<file path="config.mk">
export PLATFORM = sky130hd
export DESIGN_NAME = dbus_uart_tx
export DESIGN_NICKNAME = d
export VERILOG_FILES = /design/src/rtl/dbus_uart_tx.sv
export SDC_FILE = /design/constraint.sdc
export NUM_CORES = 1
export LEC_CHECK = 0
export ABC_AREA = 0
export CAP_MARGIN = 20
export CORE_ASPECT_RATIO = 1.1
export CORE_MARGIN = 4
export CORE_UTILIZATION = 30
export DETAILED_ROUTE_END_ITERATION = 7
export GPL_TIMING_DRIVEN = 0
export HOLD_SLACK_MARGIN = 0.03
export PLACE_DENSITY = 0.55
export SYNTH_ARGS = -nofsm -noshare
export SYNTH_HDL_FRONTEND = slang
export SYNTH_SLANG_ARGS = --single-unit
</file>
<file path="constraint.sdc">
create_clock -name clk -period 8.6 [get_ports clk]
set_clock_uncertainty 0.05 [all_clocks]
set_input_delay 0.86 -clock clk [delete_from_list [all_inputs] [get_ports clk]]
set_output_delay 0.86 -clock clk [all_outputs]
set_load 0.02 [all_outputs]
</file>
<file path="src/rtl/dbus_uart_tx.sv">
`timescale 1ns / 1ps
// dbus_uart_tx: memory-mapped 8N1 UART transmitter on the J1 data bus (Wishbone classic).
//
// Ports:
//   clk, reset          system clock, asynchronous active-high reset
//   dbus_cyc_i/stb_i    bus cycle / strobe; a request is cyc & stb & !ack
//   dbus_we_i           1 = write, 0 = read
//   dbus_adr_i          word address: 0 DATA, 1 STATUS, 2 DIVISOR, 3 reserved
//   dbus_dat_i/dat_o    write / read data (read data is 0 whenever ack is low)
//   dbus_ack_o          one-cycle acknowledge, the edge after the request
//   txd                 serial output, idles high
//   irq                 level: FIFO empty and serializer idle
module dbus_uart_tx #(
    parameter int unsigned DATA_WIDTH = 16,
    parameter int unsigned FIFO_DEPTH = 4,
    parameter logic [15:0] DIV_RESET  = 16'd868
) (
    input  logic                  clk,
    input  logic                  reset,
    input  logic                  dbus_cyc_i,
    input  logic                  dbus_stb_i,
    input  logic                  dbus_we_i,
    input  logic [1:0]            dbus_adr_i,
    input  logic [DATA_WIDTH-1:0] dbus_dat_i,
    output logic [DATA_WIDTH-1:0] dbus_dat_o,
    output logic                  dbus_ack_o,
    output logic                  txd,
    output logic                  irq
);

    localparam int unsigned PtrW = (FIFO_DEPTH > 1) ? $clog2(FIFO_DEPTH) : 1;
    localparam int unsigned CntW = $clog2(FIFO_DEPTH + 1);

    typedef enum logic [1:0] {StIdle, StStart, StData, StStop} state_e;

    state_e                state_q, state_d;
    logic                  ack_q, ack_d;
    logic [DATA_WIDTH-1:0] rdata_q, rdata_d;
    logic [15:0]           div_q, div_d;
    logic [15:0]           div_frame_q, div_frame_d;
    logic [15:0]           timer_q, timer_d;
    logic [2:0]            bit_idx_q, bit_idx_d;
    logic [7:0]            shift_q, shift_d;
    logic                  ovr_q, ovr_d;
    logic                  txd_q, txd_d;
    logic                  irq_q, irq_d;
    logic [PtrW-1:0]       wptr_q, wptr_d, rptr_q, rptr_d;
    logic [CntW-1:0]       cnt_q, cnt_d;
    logic [7:0]            mem_q [FIFO_DEPTH];

    logic                  req, wr, rd, push_req, push, pop, empty, full, busy, bit_end;
    logic [DATA_WIDTH-1:0] status;

    // Bus decode, register writes and FIFO bookkeeping.
    always_comb begin
        req      = dbus_cyc_i & dbus_stb_i & ~ack_q;
        wr       = req & dbus_we_i;
        rd       = req & ~dbus_we_i;
        empty    = (cnt_q == '0);
        full     = (cnt_q == CntW'(FIFO_DEPTH));
        busy     = ~empty | (state_q != StIdle);
        push_req = wr & (dbus_adr_i == 2'd0);
        // A full FIFO still accepts a byte when the serializer pops in the same cycle.
        push     = push_req & (~full | pop);

        status      = '0;
        status[0]   = busy;
        status[1]   = full;
        status[2]   = empty;
        status[3]   = ovr_q;
        status[7:4] = 4'(cnt_q);

        ack_d   = req;
        rdata_d = '0;
        if (rd) begin
            case (dbus_adr_i)
                2'd1:    rdata_d = status;
                2'd2:    rdata_d = DATA_WIDTH'(div_q);
                default: rdata_d = '0;
            endcase
        end

        div_d = div_q;
        if (wr && dbus_adr_i == 2'd2) div_d = dbus_dat_i[15:0];

        ovr_d = ovr_q;
        if (wr && dbus_adr_i == 2'd1 && dbus_dat_i[3]) ovr_d = 1'b0;
        if (push_req && full && !pop) ovr_d = 1'b1;

        wptr_d = push ? wptr_q + PtrW'(1) : wptr_q;
        rptr_d = pop ? rptr_q + PtrW'(1) : rptr_q;
        cnt_d  = cnt_q;
        if (push && !pop) cnt_d = cnt_q + CntW'(1);
        if (pop && !push) cnt_d = cnt_q - CntW'(1);
    end

    // Serializer next state. The bit timer counts down from the divisor latched at frame start.
    always_comb begin
        state_d     = state_q;
        timer_d     = timer_q;
        bit_idx_d   = bit_idx_q;
        shift_d     = shift_q;
        div_frame_d = div_frame_q;
        pop         = 1'b0;
        bit_end     = (timer_q == 16'd0);

        unique case (state_q)
            StIdle: begin
                if (!empty) begin
                    pop     = 1'b1;
                    state_d = StStart;
                end
            end
            StStart: begin
                if (bit_end) begin
                    state_d   = StData;
                    bit_idx_d = 3'd0;
                end
            end
            StData: begin
                if (bit_end) begin
                    shift_d = shift_q >> 1;
                    if (bit_idx_q == 3'd7) state_d = StStop;
                    else                   bit_idx_d = bit_idx_q + 3'd1;
                end
            end
            StStop: begin
                if (bit_end) begin
                    if (!empty) begin
                        pop     = 1'b1;
                        state_d = StStart;
                    end else begin
                        state_d = StIdle;
                    end
                end
            end
            default: state_d = StIdle;
        endcase

        if (state_q != StIdle) timer_d = bit_end ? div_frame_q : timer_q - 16'd1;

        if (pop) begin
            shift_d     = mem_q[rptr_q];
            timer_d     = div_q;
            div_frame_d = div_q;
        end

        case (state_d)
            StStart: txd_d = 1'b0;
            StData:  txd_d = shift_d[0];
            default: txd_d = 1'b1;
        endcase
        irq_d = (cnt_d == '0) & (state_d == StIdle);
    end

    always_ff @(posedge clk or posedge reset) begin
        if (reset) begin
            state_q     <= StIdle;
            ack_q       <= 1'b0;
            rdata_q     <= '0;
            div_q       <= DIV_RESET;
            div_frame_q <= DIV_RESET;
            timer_q     <= 16'd0;
            bit_idx_q   <= 3'd0;
            shift_q     <= 8'd0;
            ovr_q       <= 1'b0;
            txd_q       <= 1'b1;
            irq_q       <= 1'b1;
            wptr_q      <= '0;
            rptr_q      <= '0;
            cnt_q       <= '0;
        end else begin
            state_q     <= state_d;
            ack_q       <= ack_d;
            rdata_q     <= rdata_d;
            div_q       <= div_d;
            div_frame_q <= div_frame_d;
            timer_q     <= timer_d;
            bit_idx_q   <= bit_idx_d;
            shift_q     <= shift_d;
            ovr_q       <= ovr_d;
            txd_q       <= txd_d;
            irq_q       <= irq_d;
            wptr_q      <= wptr_d;
            rptr_q      <= rptr_d;
            cnt_q       <= cnt_d;
        end
    end

    // FIFO storage holds only data, so it needs no reset.
    always_ff @(posedge clk) begin
        if (push) mem_q[wptr_q] <= dbus_dat_i[7:0];
    end

    assign dbus_ack_o = ack_q;
    assign dbus_dat_o = rdata_q;
    assign txd        = txd_q;
    assign irq        = irq_q;

endmodule

</file>
# Word-level counts from Yosys, hierarchy flattened
# Memory sizes are Yosys's and may differ from the RTL's.
# Index checks and enable logic that the tools add are counted.
# word_totals
reg_bits,88
mem_bits_rw,32
out_inout_bits,19
word_cells,99
n_memories,1
# classes
addsub,6
n_eq_ne,12
muxes,29
bitwise,13
n_reduce_logical,23
# memory_table
name,depth,width,read_ports,rd_clocked_by_memory_dff,wr,line_no,source
mem_q,4,8,1,0,1,49,logic [7:0] mem_q [FIFO_DEPTH];
# op_table
operator,count
$mux W16,4
$pmux W16 S2,1
$mux W8,3
$logic_not A16 Y1,1
$sub A16 B1 Y16 const B,1
$mux W3,5
$reduce_bool A2 Y1,6
$mux W2,5
$eq A2 B2 Y1 const B,4
$pmux W2 S4,1
$and A1 B1 Y1,7
$logic_and A1 B1 Y1,7
$mux W1,7
$add A3 B1 Y3 const B,2
$eq A2 B1 Y1 const B,3
$eq A3 B3 Y1 const B,2
$logic_not A2 Y1,3
$logic_not A3 Y1,2
$ne A2 B2 Y1 const B,3
$pmux W3 S2,1
$add A2 B1 Y2 const B,2
$not A1 Y1,4
$pmux W1 S2,2
$reduce_and A4 Y1,1
other kinds (4),6

# Depth between registers and ports, before layout
# logic_depth
ltp_word,11
mapped_depth,11

# Least setup slack after synthesis
# No wires, ideal clock.
# synth_path
path_kind,reg-to-reg
start,reg timer_q[0]
end,mem mem_q[0][0] (enable)
t_arrival_ns,2.628
required_time_ns,8.218
path_slack_ns,5.591
stages_incl_launch_ff,9
path_buffers,0
period_less_slack_ns,3.009
cell_sequence,dfrtp_1 inv_1 ha_1 or4b_4 or4_4 o31ai_4 nand2_2 a31oi_2 and2_1
# synth_between
elab_chain_cells,7
# synth_lines
item,line_no,source
"start, declared",41,"logic [15:0] timer_q, timer_d;"
"start signal, assigned",178,timer_q <= timer_d;
$logic_not A16 Y1,105,bit_end = (timer_q == 16'd0);
$mux W1,128,if (bit_end) begin
$pmux W1 S2,107,unique case (state_q)
$or A1 B1 Y1,64,push = push_req & (~full | pop);
$and A1 B1 Y1,64,
$mux W1,192,if (push) mem_q[wptr_q] <= dbus_dat_i[7:0];
$mux W1 (not written as such),192,
"end, declared",49,
# No other way between the ends.

# Worst setup path after layout
# layout_path
start,reg timer_q[0]
end,mem mem_q[1][0] (enable)
# Same word-level chain as after synthesis.

==> impl_metrics.tcl <==
set metrics [dict create \
    vias_per_cell 4.96 \
    grt_antenna_before_repair 0 \
    dp_hpwl_um 9560 \
    whs_endpoint "div_frame_q[6]$_DFFE_PP1P_" \
    place_inst 775 \
    synthXorXnorAreaFrac 0.00776 \
    path_buf_inv 1 \
    power_density_nw_per_um2 316 \
    clk_latency_ns 0.41 \
    synth-compound-area-share 0.117 \
    slew_violations 0 \
    hold_viol 0 \
    drive_gt1_frac 0.161 \
    start_util 0.306 \
    die_area_um2 21100 \
    drc 0 \
    period_share 0.409 \
    nFillCells 1816 \
    areaGrowthSynthToFinish_pct 22.9 \
    r2r-start "timer_q[0]$_DFFE_PP0P_" \
    final_cell_mix "nand2_1, dfrtp_1, clkdlybuf4s50_1" \
    cp.depth 8 \
    wl_um 13500 \
    cp_data_required_time_ns 8.61 \
    wl_per_cell_um 16.7 \
    syn_nets 532 \
    cts_buffers 17 \
    die_w_um 139 \
    grt_pass1_vias 4224 \
    clock_tree.root_cell "clkbuf_16" \
    yosysUniqueCellTypes 60 \
    final_area_um2 6930 \
    cts.repair.resized 0 \
    nets 594 \
    setup_viol 0 \
    grt_pass1_wl_um 22200 \
    cp_slowest_cell "or4_4" \
    synth_edf_count 32 \
    coreArea_um2 18400 \
    final_common_cell "nand2_1" \
    hold_path.class "reg2reg" \
    hold_buffers 0 \
    r2r_end "mem_q[1][0]$_DFFE_PP_" \
    path_class "reg2reg" \
    leakagePower_nw 2.86 \
    io_pins 42 \
    postPlaceCellArea_um2 6380 \
    regArea_um2 3180 \
    io_buffers 41 \
    synth_ff_type "dfrtp_1" \
    hold_path_depth 2 \
    total_power_mw 2.19 \
    ant_nets 0 \
    setup.worst_path.end_class "flop" \
    ir_drop_v 0.000134 \
    drt_pass1_iterations 8 \
    cts.htree.levels 4 \
    yosys.area_share.simple 0.149 \
    cts.clk_slew.worst_paths_ns 0.06 \
    max_stage_delay_ns 0.56 \
    period_needed_ns 3.52 \
    rrSetupSlack_ns 5.08 \
    worstMarginPinSlew_ns 0.997 \
    rows 52 \
    async_flop_share 0.733 \
    cts_tree "done" \
    status "completed" \
    die_y_um 152 \
    fin_tns_setup_ns 0 \
    utilization 0.376 \
    path_max_fanout 10 \
    n_antenna_cell 0 \
    syn_area_per_cell_um2 11.5 \
    synth_area_um2 5640 \
    yosysWarnings 0 \
    rr_worst_depth 8 \
    multi_input_area_um2 2290 \
    maxSlewHeadroom 0.326 \
    startpoint_type "flop" \
    rsz0062_at_grt "false" \
    grtUsageTotal 0.132 \
    ys_seq_area_frac 0.563 \
    drtIter0Drc 295 \
    grt_max_degree 56 \
    fmax_ghz 0.284 \
    place.gp.congestion 0.858 \
    clk_path_buf_depth 2 \
    crit_chain "inv_1 -> ha_1 -> or4b_4 -> or4_4 -> o31ai_4 -> nand2_2 -> a31oi_2 -> and2_1" \
    yosys.area_share.adder 0.0439 \
    grt_overflow 0 \
    cpLargestDelayFamily "simple AND/OR/NAND/NOR gates" \
    synth-seq-cells 120 \
    maxCapViolCount 0 \
    stdcell_count 808 \
    arrival_ns 3.53 \
    cts_setup_buffers 0 \
    synth_cells 490 \
    synth_top_family_by_area "simple AND/OR/NAND/NOR gates" \
    synth_mux_area_frac 0.0885 \
    hp-start "div_frame_q[6]$_DFFE_PP1P_" \
    cts.sinks 120 \
    routed-via-count 4007 \
]
## state kept, by name (all words and copies together) (netlist names)
name         count
div_q           16
dbus_ack_o       1
div_frame_q     16
ovr_q            1
cnt_q            3
txd              1
irq              1
wptr_q           2
dbus_dat_o      16
rptr_q           2
bit_idx_q        3
mem_q           32
state_q          2
timer_q         16
shift_q          8
## worst max path at each step
| stage | startpoint | endpoint |
|---|---|---|
| after floorplan | reset | bit_idx_q[0]$_DFFE_PP0P_ |
| after global placement | reset | dbus_dat_o[0]$_DFF_PP0_ |
| after detailed placement | timer_q[0]$_DFFE_PP0P_ | mem_q[3][0]$_DFFE_PP_ |
| after CTS | timer_q[0]$_DFFE_PP0P_ | mem_q[3][0]$_DFFE_PP_ |
| after global routing | timer_q[0]$_DFFE_PP0P_ | mem_q[3][0]$_DFFE_PP_ |
| final | timer_q[0]$_DFFE_PP0P_ | mem_q[1][0]$_DFFE_PP_ |
## logic make-up after synthesis
logic type	count (synthesis)
xor gates and xnor gates	5
adders and majority gates	20
buffers and inverters	40
muxes	37
DFF	120
and+or+nand+nor	171
AOI/OAI and AO/OA	97
## Yosys cell counts, types with 3 or more instances
cell,n,share of area
o21ai_0,32,0.028
mux2_2,18,0.036
nand2b_1,4,0.0044
or3_1,5,0.0055
dfrtp_1,76,0.34
nor4_1,4,0.0044
a22o_1,4,0.0062
a31oi_1,3,0.0033
buf_1,5,0.0033
mux4_2,8,0.032
inv_1,16,0.011
edfxtp_1,32,0.17
or4_1,3,0.0040
nand2_1,77,0.051
dfstp_2,12,0.056
o22ai_1,7,0.0078
a22oi_1,7,0.0093
xnor2_1,4,0.0062
o21a_1,4,0.0053
nor3_1,10,0.0089
or2_2,3,0.0033
mux2i_1,9,0.016
a21oi_1,19,0.017
nor2_1,30,0.020
nand3_1,8,0.0071
or4_4,3,0.0060
ha_1,19,0.042
and2_1,4,0.0044
o211ai_1,3,0.0040
and3_1,10,0.011
clkbuf_1,16,0.011
a211oi_1,5,0.0067
## worst register-to-register path, delay by kind of cell (launching register included)
| family | cells | cell delay [ns] |
|---|---|---|
| and+or+nand+nor | 4 | 1.77 |
| AOI/OAI and AO/OA | 2 | 0.70 |
| adders and majority gates | 1 | 0.15 |
| DFF | 1 | 0.42 |
| buffers and inverters | 1 | 0.09 |
## area by class of cell
class,instances,area share
clock inverter,14,0.0162
timing repair buffer,43,0.0639
buffer,23,0.0150
clock buffer,18,0.0619
tap,243,0.0439
inverter,17,0.00957
sequential,120,0.458
multi-input combinational,330,0.331
## layer usage
metal,wire (µm),up-vias,GRT usage
met2,6700,78,0.220
met1,6160,2013,0.173
met3,409,14,0.0223
li1,-,1902,-
met4,181,0,0.0522
met5,0,-,0
## through the flow
stage	setup slack, ns	hold WS, ns
after global routing	4.89	0.421
after CTS	5.01	0.414
after global placement	4.01	0.400
final	5.08	0.414
after floorplan	5.43	0.387
after detailed placement	5.02	0.404
## power breakdown
group          internal (mW)  total [mW]  switching (mW)
Sequential             0.728       0.835           0.107
Clock                  0.374       0.649           0.275
Combinational          0.290       0.704           0.413
Power figures use the tool's default switching activity.
